File: src/rtl/mod47_pkg.sv
// Shared constants and types for the {47, 64} residue-number-system blocks.
package mod47_pkg;

  localparam int RW   = 6;    // residue width
  localparam int XW   = 12;   // binary width, 47*64 = 3008 < 4096
  localparam int MOD  = 47;   // odd-channel modulus
  localparam int MOD2 = 94;   // 2*MOD, used by the one-shot double reduction
  localparam int INV  = 36;   // 64^-1 mod 47 (64 = 17 mod 47, 17*36 = 612 = 13*47 + 1)

  typedef logic [RW-1:0] residue_t;

  typedef enum logic [1:0] {
    IDLE,
    SUB,
    MUL,
    OUT
  } state_t;

endpackage

File: src/rtl/mod47_dbl_add.sv
// One MSB-first step of a serial mod-47 multiply by INV:
// acc_next = (2*acc + (add_inv ? INV : 0)) mod 47, for acc in 0..46.
module mod47_dbl_add
  import mod47_pkg::*;
(
  input  logic [RW-1:0] acc,
  input  logic          add_inv,
  output logic [RW-1:0] acc_next
);

  // 2*46 + 36 = 128 fits in 8 bits and is below 3*47, so at most one
  // subtraction of 47 or 94 brings the sum back into range.
  logic [7:0] t;

  // Double, conditionally add the constant, then reduce once.
  always_comb begin
    // NOTE: every always_comb output gets a value on every path (here via the
    // full if/else chain); a missing branch would infer a latch.
    t = {1'b0, acc, 1'b0} + (add_inv ? 8'(INV) : 8'd0);
    if (t >= 8'(MOD2)) begin
      acc_next = RW'(t - 8'(MOD2));
    end else if (t >= 8'(MOD)) begin
      acc_next = RW'(t - 8'(MOD));
    end else begin
      acc_next = t[RW-1:0];
    end
  end

endmodule

File: src/rtl/mod47_crt_decoder.sv
// Sequential residue-to-binary decoder for the {47, 64} system.
// x = r64 + 64*a1 with a1 = ((r47 - r64) * INV) mod 47, built by a
// one-cycle modular subtract and a six-cycle serial multiply by INV.
// One transaction in flight; accept-to-out_valid latency is 8 cycles.
module mod47_crt_decoder
  import mod47_pkg::*;
(
  input  logic          clk,
  input  logic          rst_n,
  input  logic          in_valid,
  output logic          in_ready,
  input  logic [RW-1:0] r47,
  input  logic [RW-1:0] r64,
  output logic          out_valid,
  input  logic          out_ready,
  output logic [XW-1:0] x,
  output logic          err
);

  state_t   state_q, state_d;
  residue_t r47_q, r64_q;
  residue_t d_q;        // shifted left each MUL step so d_q[RW-1] is the current bit
  residue_t acc_q;      // serial product; holds a1 once MUL completes
  residue_t acc_next;
  residue_t r64m;
  residue_t d_next;
  logic     err_q;
  logic [2:0] step_q;
  logic     accept;
  logic     mul_last;

  assign accept   = in_valid & in_ready;
  assign mul_last = (step_q == 3'd5);

  // Fold r64 into 0..46, then take (r47 - r64m) mod 47. Plain 6-bit
  // wrap-around is fine for the add-47 branch because the result is < 47.
  always_comb begin
    r64m   = (r64_q >= RW'(MOD)) ? r64_q - RW'(MOD) : r64_q;
    d_next = (r47_q >= r64m) ? r47_q - r64m : r47_q + RW'(MOD) - r64m;
  end

  mod47_dbl_add u_dbl_add (
    .acc      (acc_q),
    .add_inv  (d_q[RW-1]),
    .acc_next (acc_next)
  );

  // State register.
  always_ff @(posedge clk or negedge rst_n) begin
    // NOTE: sequential state is written with non-blocking assignments so every
    // register samples pre-edge values, independent of process ordering.
    if (!rst_n) begin
      state_q <= IDLE;
    end else begin
      state_q <= state_d;
    end
  end

  // Next-state logic.
  always_comb begin
    state_d = state_q;
    case (state_q)
      IDLE:    if (accept) state_d = SUB;
      SUB:     state_d = MUL;
      MUL:     if (mul_last) state_d = OUT;
      OUT:     if (out_ready) state_d = IDLE;
      default: state_d = IDLE;
    endcase
  end

  // Datapath: capture on accept, subtract in SUB, one multiply step per MUL cycle.
  always_ff @(posedge clk or negedge rst_n) begin
    if (!rst_n) begin
      r47_q  <= '0;
      r64_q  <= '0;
      err_q  <= 1'b0;
      d_q    <= '0;
      acc_q  <= '0;
      step_q <= '0;
    end else begin
      case (state_q)
        IDLE: begin
          if (accept) begin
            r47_q <= r47;
            r64_q <= r64;
            err_q <= (r47 >= RW'(MOD));
          end
        end
        SUB: begin
          d_q    <= d_next;
          acc_q  <= '0;
          step_q <= '0;
        end
        MUL: begin
          acc_q  <= acc_next;
          d_q    <= d_q << 1;
          step_q <= step_q + 3'd1;
        end
        default: ;
      endcase
    end
  end

  // Outputs are decoded from state; x is a pure concatenation, zeroed on err.
  always_comb begin
    in_ready  = (state_q == IDLE);
    out_valid = (state_q == OUT);
    err       = out_valid & err_q;
    x         = (out_valid && !err_q) ? {acc_q, r64_q} : '0;
  end

endmodule
File: config.mk
export PLATFORM = sky130hd
export DESIGN_NAME = mod47_crt_decoder
export DESIGN_NICKNAME = d
export VERILOG_FILES = /design/src/rtl/mod47_pkg.sv /design/src/rtl/mod47_dbl_add.sv /design/src/rtl/mod47_crt_decoder.sv
export SDC_FILE = /design/constraint.sdc
export NUM_CORES = 1
export LEC_CHECK = 0
export CAP_MARGIN = 20
export CORE_AREA = 10 10 90 69
export CTS_BUF_LIST = sky130_fd_sc_hd__clkbuf_2
export CTS_CLUSTER_DIAMETER = 50
export DETAILED_ROUTE_END_ITERATION = 16
export DIE_AREA = 0 0 100 79
export HOLD_SLACK_MARGIN = 0.03
export PLACE_DENSITY_LB_ADDON = 0.05
export REMOVE_ABC_BUFFERS = 1
export SETUP_SLACK_MARGIN = 0.4
export SLEW_MARGIN = 20
export SYNTH_ARGS = -nofsm -noshare
export SYNTH_HDL_FRONTEND = slang
export SYNTH_SLANG_ARGS = --single-unit
File: constraint.sdc
create_clock -name clk -period 3.9 [get_ports clk]
set_input_delay 0.78 -clock clk [delete_from_list [all_inputs] [get_ports clk]]
set_output_delay 0.78 -clock clk [all_outputs]
set_load 0.05 [all_outputs]
==> results.sh, run 1 <==
export IMPL_skew_ns=0.0121
export IMPL_critPathRequiredTime_ns=4.16
export IMPL_r2r_start="r64_q[1]$_DFFE_PN0P_"
export IMPL_final_util_pct=60.9
export IMPL_post_dp_hpwl_microns=4170
export IMPL_critPathMaxFanout=9
export IMPL_cts_hold_buffers=0
export IMPL_antenna_found_initial=0
export IMPL_die_area_sq_mm=0.00790
export IMPL_cts_htree_levels=2
export IMPL_grt_overflow=0
export IMPL_drc_errors=0
export IMPL_ys_warn_count=0
export IMPL_async_flop_share_pct=100
export IMPL_synth_area_sq_mm=0.00239
export IMPL_io_pins=31
export IMPL_tightest_slew_ns=0.814
export IMPL_core_sq_mm=0.00455
export IMPL_grt_pass1_wl_microns=9050
export IMPL_yosys_area_top_type_share_pct=31.4
export IMPL_synthTopCellsByCount="30 x dfrtp_1, 23 x inv_1, 22 x ha_1, 18 x and2_1, 18 x nand2_1"
export IMPL_setup_violations_final=0
export IMPL_grtUsageMet2_pct=17.6
export IMPL_busiest_layer="met1"
export IMPL_via_per_inst=5.45
export IMPL_holdPathEnd="r47_q[5]$_DFFE_PN0P_"
export IMPL_end_kind="register"
export IMPL_synth_cell_types=54
export IMPL_first_pass_iters=4
export IMPL_rsz0062_at_grt="false"
export IMPL_ant_nets=0
export IMPL_place_congestion=0.851
export IMPL_rrSetupSlack_ns=0.63
export IMPL_period_share_pct=83.9
export IMPL_portBuffers=30
export IMPL_drt_wl_total_microns=5310
export IMPL_clk_latency_ns=0.36
export IMPL_wl_per_cell_microns=15.3
export IMPL_drv_slew=0
export IMPL_track_usage_pct=13.7
export IMPL_dr_first_iter_drc_count=71
export IMPL_start_util_pct=52.6
export IMPL_synthMostInstantiatedCell="dfrtp_1"
export IMPL_max_freq_mhz=306
export IMPL_grt_max_degree=31
export IMPL_synth_ff_type="dfrtp_1"
export IMPL_nNetsFinal=330
export IMPL_tns_ns=0
export IMPL_num_antenna_cells=0
export IMPL_relSlewSlack_pct=45.8
export IMPL_area_growth_pct=15.8
export IMPL_die_w_microns=100
export IMPL_use_met1_pct=20.8
export IMPL_post_cts_buffers=0
export IMPL_ctsLongestPathBuffers=2
export IMPL_setup_slack_ns=0.628
export IMPL_drive_above_1_share_pct=11.3
export IMPL_clk_pin_slew_worst_paths_ns=0.17
export IMPL_hp_start="r47_q[5]$_DFFE_PN0P_"
export IMPL_rows=21
export IMPL_routed_via_count=1896
export IMPL_synth_edf_count=0
export IMPL_synth_area_leader_cell="dfrtp_1"
export IMPL_numCtsBuffers=5
export IMPL_cts_tree="done"
export IMPL_pre_cts_slack_ns=0.708
export IMPL_root_buffer="clkbuf_2"
export IMPL_min_path_type="register to register"
export IMPL_r2r_cells=13
export IMPL_finalHoldViolCount=0
export IMPL_outcome="completed"
export IMPL_syn_avg_cell_area_sq_um=9.16
export IMPL_crit_reg2reg_capture="d_q[5]$_DFFE_PN0P_"
export IMPL_first_global_vias=1788
export IMPL_worstSetupPathType="register to register"
export IMPL_critPathArrivalTime_ns=3.53
export IMPL_startpoint_type="register"
export IMPL_dieHeight_microns=79
export IMPL_met3_usage_pct=5.36
export IMPL_synthTopCellsByArea="dfrtp_1 31%, ha_1 12%, mux2_2 5.7%"
export IMPL_syn_inst=261
export IMPL_fin_crit_ns=3.27
export IMPL_clock_sinks=30
export IMPL_yosys_register_bits=30
export IMPL_drv_cap=0
export IMPL_whs_path_depth=2
export IMPL_seq_area_frac_synth_pct=31.4
[state kept, by name (all words and copies together) (netlist names)]
| signal | count |
|---|---|
| acc_q | 6 |
| d_q | 6 |
| err_q | 1 |
| r47_q | 6 |
| r64_q | 6 |
| state_q | 2 |
| step_q | 3 |
[metrics by stage]
| stage | instance area, sq um | std cells | hold slack [ns] |
|---|---|---|---|
| finish | 2770 | 348 | 0.529 |
| global route | 2770 | 348 | 0.571 |
| CTS | 2770 | 348 | 0.531 |
| detailed placement | 2720 | 340 | 0.477 |
| global placement | 2720 | 340 | 0.476 |
| floorplan | 2340 | 251 | 0.453 |
[timing repair]
item | CTS | global route
endpoints found under the hold margin | 0 | 0
setup endpoints to repair | 0 | 6
resized for setup | 0 | 1
[cell families (layout without fill, tap and decap cells)]
logic type,count (synthesis),after routing,synth area share [%]
and+or+nand+nor,81,81,17.6
adders and majority gates,24,24,13.2
xor gates and xnor gates,15,15,5.49
muxes,17,17,7.74
buffers and inverters,34,64,6.02
DFF,30,30,31.4
AOI/OAI and AO/OA,60,60,18.5
[placed cells by master, fill, tap and decap left out, drive strengths merged, types with 3 or more instances in the layout]
cell type	instances
dfrtp	30
clkdlybuf4s50	30
inv	24
ha	22
nand2	18
and2	18
nand3	17
o21ai	13
mux2	12
nor2	12
xnor2	10
a31oi	6
a21oi	6
xor2	5
mux2i	5
o22ai	5
clkbuf	5
nor2b	5
nand2b	3
a21o	3
[worst max-delay path by stage]
stage | startpoint | end | slack, ns
after floorplan | r64_q[0]$_DFFE_PN0P_ | d_q[5]$_DFFE_PN0P_ | 0.98
after global routing | r64_q[1]$_DFFE_PN0P_ | d_q[5]$_DFFE_PN0P_ | 0.41
after detailed placement | r64_q[1]$_DFFE_PN0P_ | d_q[5]$_DFFE_PN0P_ | 0.71
after global placement | r64_q[0]$_DFFE_PN0P_ | d_q[5]$_DFFE_PN0P_ | 0.82
after CTS | state_q[0]$_DFFE_PN0P_ | x[0] | 0.43
final | r64_q[1]$_DFFE_PN0P_ | d_q[5]$_DFFE_PN0P_ | 0.63
[layout make-up]
class / instances / area [sq um]
clock buffer: 5 / 25.0
timing repair buffer: 32 / 315
clock inverter: 3 / 16.3
multi-input combinational: 197 / 1500
sequential: 30 / 751
inverter: 24 / 90.1
fill: 409 / 1780
tap: 57 / 71.3
[critical path, stage by stage, from the launching register on]
cell and delay [ns]:
dfrtp_1 0.50, ha_1 0.28, a31o_2 0.28, nand2_1 0.13
nor2_1 0.08, xnor2_1 0.16, fa_1 0.42, a211oi_1 0.28
o21ai_0 0.13, a21oi_1 0.25, nor2_2 0.16, and2_1 0.17
a221oi_1 0.24, nand2_1 0.08
[routing by layer]
| layer | vias to the layer above | wire [microns] |
|---|---|---|
| met3 | 2 | 418 |
| met4 | 0 | 23 |
| met1 | 865 | 2790 |
| met2 | 49 | 2080 |
| met5 | - | 0 |
| li1 | 980 | - |
Power of run 1 is left out: the tool's default activity adds up to more than one toggle a clock period on the data nets, which glitch-free logic cannot reach.
==> run 2, diff against run 1 <==
--- a/config.mk
+++ b/config.mk
@@ -6,11 +6,11 @@
 export NUM_CORES = 1
 export LEC_CHECK = 0
 export CAP_MARGIN = 20
-export CORE_AREA = 10 10 90 69
+export CORE_AREA = 10 10 93 70
 export CTS_BUF_LIST = sky130_fd_sc_hd__clkbuf_2
 export CTS_CLUSTER_DIAMETER = 50
 export DETAILED_ROUTE_END_ITERATION = 16
-export DIE_AREA = 0 0 100 79
+export DIE_AREA = 0 0 103 80
 export HOLD_SLACK_MARGIN = 0.03
 export PLACE_DENSITY_LB_ADDON = 0.05
 export REMOVE_ABC_BUFFERS = 1
==> constraint.sdc (replaced) <==
create_clock -name clk -period 2.97 [get_ports clk]
set_input_delay 0.594 -clock clk [delete_from_list [all_inputs] [get_ports clk]]
set_output_delay 0.594 -clock clk [all_outputs]
set_load 0.05 [all_outputs]
==> run 2 against run 1 <==
Effect of this change:
- sequential cell count stayed put
- non-clock buffer count is 26 higher
- die area is 4.3% higher
- largest cell class unchanged
- critical path depth is 2 lower
- setup slack worse by 0.51 ns
==> results.sh, run 2 (synthesis gave the netlist of run 1 again) <==
export IMPL_critPathMaxFanout=2
export IMPL_nNetsFinal=356
export IMPL_drc_errors=0
export IMPL_ctsLongestPathBuffers=2
export IMPL_clk_pin_slew_worst_paths_ns=0.18
export IMPL_drive_above_1_share_pct=29.4
export IMPL_grt_overflow=0
export IMPL_pre_cts_slack_ns=-0.0510
export IMPL_track_usage_pct=15.2
export IMPL_crit_end="d_q[5]$_DFFE_PN0P_"
export IMPL_area_growth_pct=31.1
export IMPL_setup_violations_final=0
export IMPL_grt_pass1_wl_microns=9970
export IMPL_use_met1_pct=23.0
export IMPL_clock_sinks=30
export IMPL_layout_common_cells="38 x buf_4, 29 x dfrtp_1, 22 x inv_1"
export IMPL_rrSetupSlack_ns=0.11
export IMPL_seq_area_sq_um=752
export IMPL_ant_nets=0
export IMPL_busiest_layer="met1"
export IMPL_clk_latency_ns=0.37
export IMPL_drv_cap=0
export IMPL_start_util_pct=50.6
export IMPL_drt_wl_total_microns=6140
export IMPL_layout_commonest_cell="buf_4"
export IMPL_skew_ns=0.0194
export IMPL_tightest_slew_ns=0.542
export IMPL_die_w_microns=103
export IMPL_fill_cells=385
export IMPL_num_antenna_cells=0
export IMPL_first_global_vias=1983
export IMPL_rsz0062_at_grt="true"
export IMPL_cts_htree_levels=2
export IMPL_dr_first_iter_drc_count=119
export IMPL_root_buffer="clkbuf_2"
export IMPL_crit_reg2reg_capture="d_q[5]$_DFFE_PN0P_"
export IMPL_worstSetupPathType="register to register"
export IMPL_startpoint="r64_q[0]$_DFFE_PN0P_"
export IMPL_post_dp_hpwl_microns=4460
export IMPL_place_congestion=0.959
export IMPL_grtUsageMet2_pct=19.6
export IMPL_cts_hold_buffers=0
export IMPL_grt_max_degree=31
export IMPL_relSlewSlack_pct=63.8
export IMPL_core_sq_mm=0.00473
export IMPL_fin_crit_ns=2.86
export IMPL_cts_tree="done"
export IMPL_antenna_found_initial=0
export IMPL_io_pins=31
export IMPL_portBuffers=30
export IMPL_met3_usage_pct=4.58
export IMPL_drv_slew=0
export IMPL_dieHeight_microns=80
export IMPL_r2r_cells=11
export IMPL_end_kind="register"
export IMPL_via_per_inst=5.55
export IMPL_die_area_sq_mm=0.00824
export IMPL_first_pass_iters=4
export IMPL_critPathArrivalTime_ns=3.19
export IMPL_r2r_start="r64_q[0]$_DFFE_PN0P_"
export IMPL_critPathRequiredTime_ns=3.30
export IMPL_wl_per_cell_microns=16.5
export IMPL_setup_slack_ns=0.113
export IMPL_startpoint_type="register"
export IMPL_final_util_pct=66.3
export IMPL_numCtsBuffers=5
export IMPL_multi_input_area_sq_mm=0.00167
export IMPL_outcome="completed"
export IMPL_finalHoldViolCount=0
export IMPL_routed_via_count=2072
export IMPL_max_freq_mhz=350
export IMPL_min_path_type="register to register"
export IMPL_rows=21
export IMPL_hold_slack_ns=0.533
export IMPL_period_share_pct=96.2
[run 2: cell type report]
type / instances / share of cell area (%)
clock inverter: 2 / 1.08
sequential: 30 / 24.0
inverter: 24 / 2.87
tap: 57 / 2.28
clock buffer: 5 / 0.798
multi-input combinational: 197 / 53.4
timing repair buffer: 58 / 15.6
[run 2: critical path, cell delays in order (launching register included)]
cell and delay (ns):
dfrtp_1 0.42, ha_2 0.20, a31o_4 0.26, buf_4 0.13, a211o_2 0.34, o2111a_2 0.18
ha_4 0.17, ha_2 0.19, o41ai_4 0.35, mux2i_2 0.13, a2111o_1 0.39, nand2_1 0.06
[run 2: what timing repair did]
item | CTS | global route
buffers inserted | 5 | 2
gates resized for setup | 25 | 18
setup endpoints to repair | 13 | 15
pin swaps | 11 | 9
[run 2: how the worst min path moves through the flow]
| stage | startpoint | to | slack [ns] | cells past startpoint |
|---|---|---|---|---|
| floorplan | rst_n | acc_q[0]$_DFFE_PN0P_ | 0.30 | 0 |
| global placement | r47_q[5]$_DFFE_PN0P_ | r47_q[5]$_DFFE_PN0P_ | 0.47 | 2 |
| CTS | r47_q[5]$_DFFE_PN0P_ | r47_q[5]$_DFFE_PN0P_ | 0.53 | 2 |
| global route | d_q[0]$_DFFE_PN0P_ | d_q[0]$_DFFE_PN0P_ | 0.57 | 2 |
| finish | d_q[2]$_DFFE_PN0P_ | d_q[3]$_DFFE_PN0P_ | 0.53 | 2 |
| detailed placement | err_q$_DFFE_PN0P_ | err_q$_DFFE_PN0P_ | 0.49 | 2 |
[run 2: layer usage]
metal	part of all wire, %	wire length [microns]
met5	0	0
met4	0.86	53
met3	5.8	358
met2	40	2470
met1	53	3260
[run 2: metrics by stage]
step / instance area [sq um] / cells / TNS [ns]
floorplan: 2340 / 251 / 0
global placement: 2840 / 359 / 0
detailed placement: 2840 / 359 / -0.113
CTS: 3030 / 371 / 0
global route: 3130 / 373 / -0.0415
finish: 3130 / 373 / 0
Power of run 2 is left out for the same reason.
==> run 3, diff against run 2 <==
--- a/config.mk
+++ b/config.mk
@@ -8,7 +8,6 @@
 export CAP_MARGIN = 20
 export CORE_AREA = 10 10 93 70
 export CTS_BUF_LIST = sky130_fd_sc_hd__clkbuf_2
-export CTS_CLUSTER_DIAMETER = 50
 export DETAILED_ROUTE_END_ITERATION = 16
 export DIE_AREA = 0 0 103 80
 export HOLD_SLACK_MARGIN = 0.03
==> results of run 3 <==
The final DEF is identical to that of run 2; final timing and power are the same.
Power of run 3 is left out for the same reason.
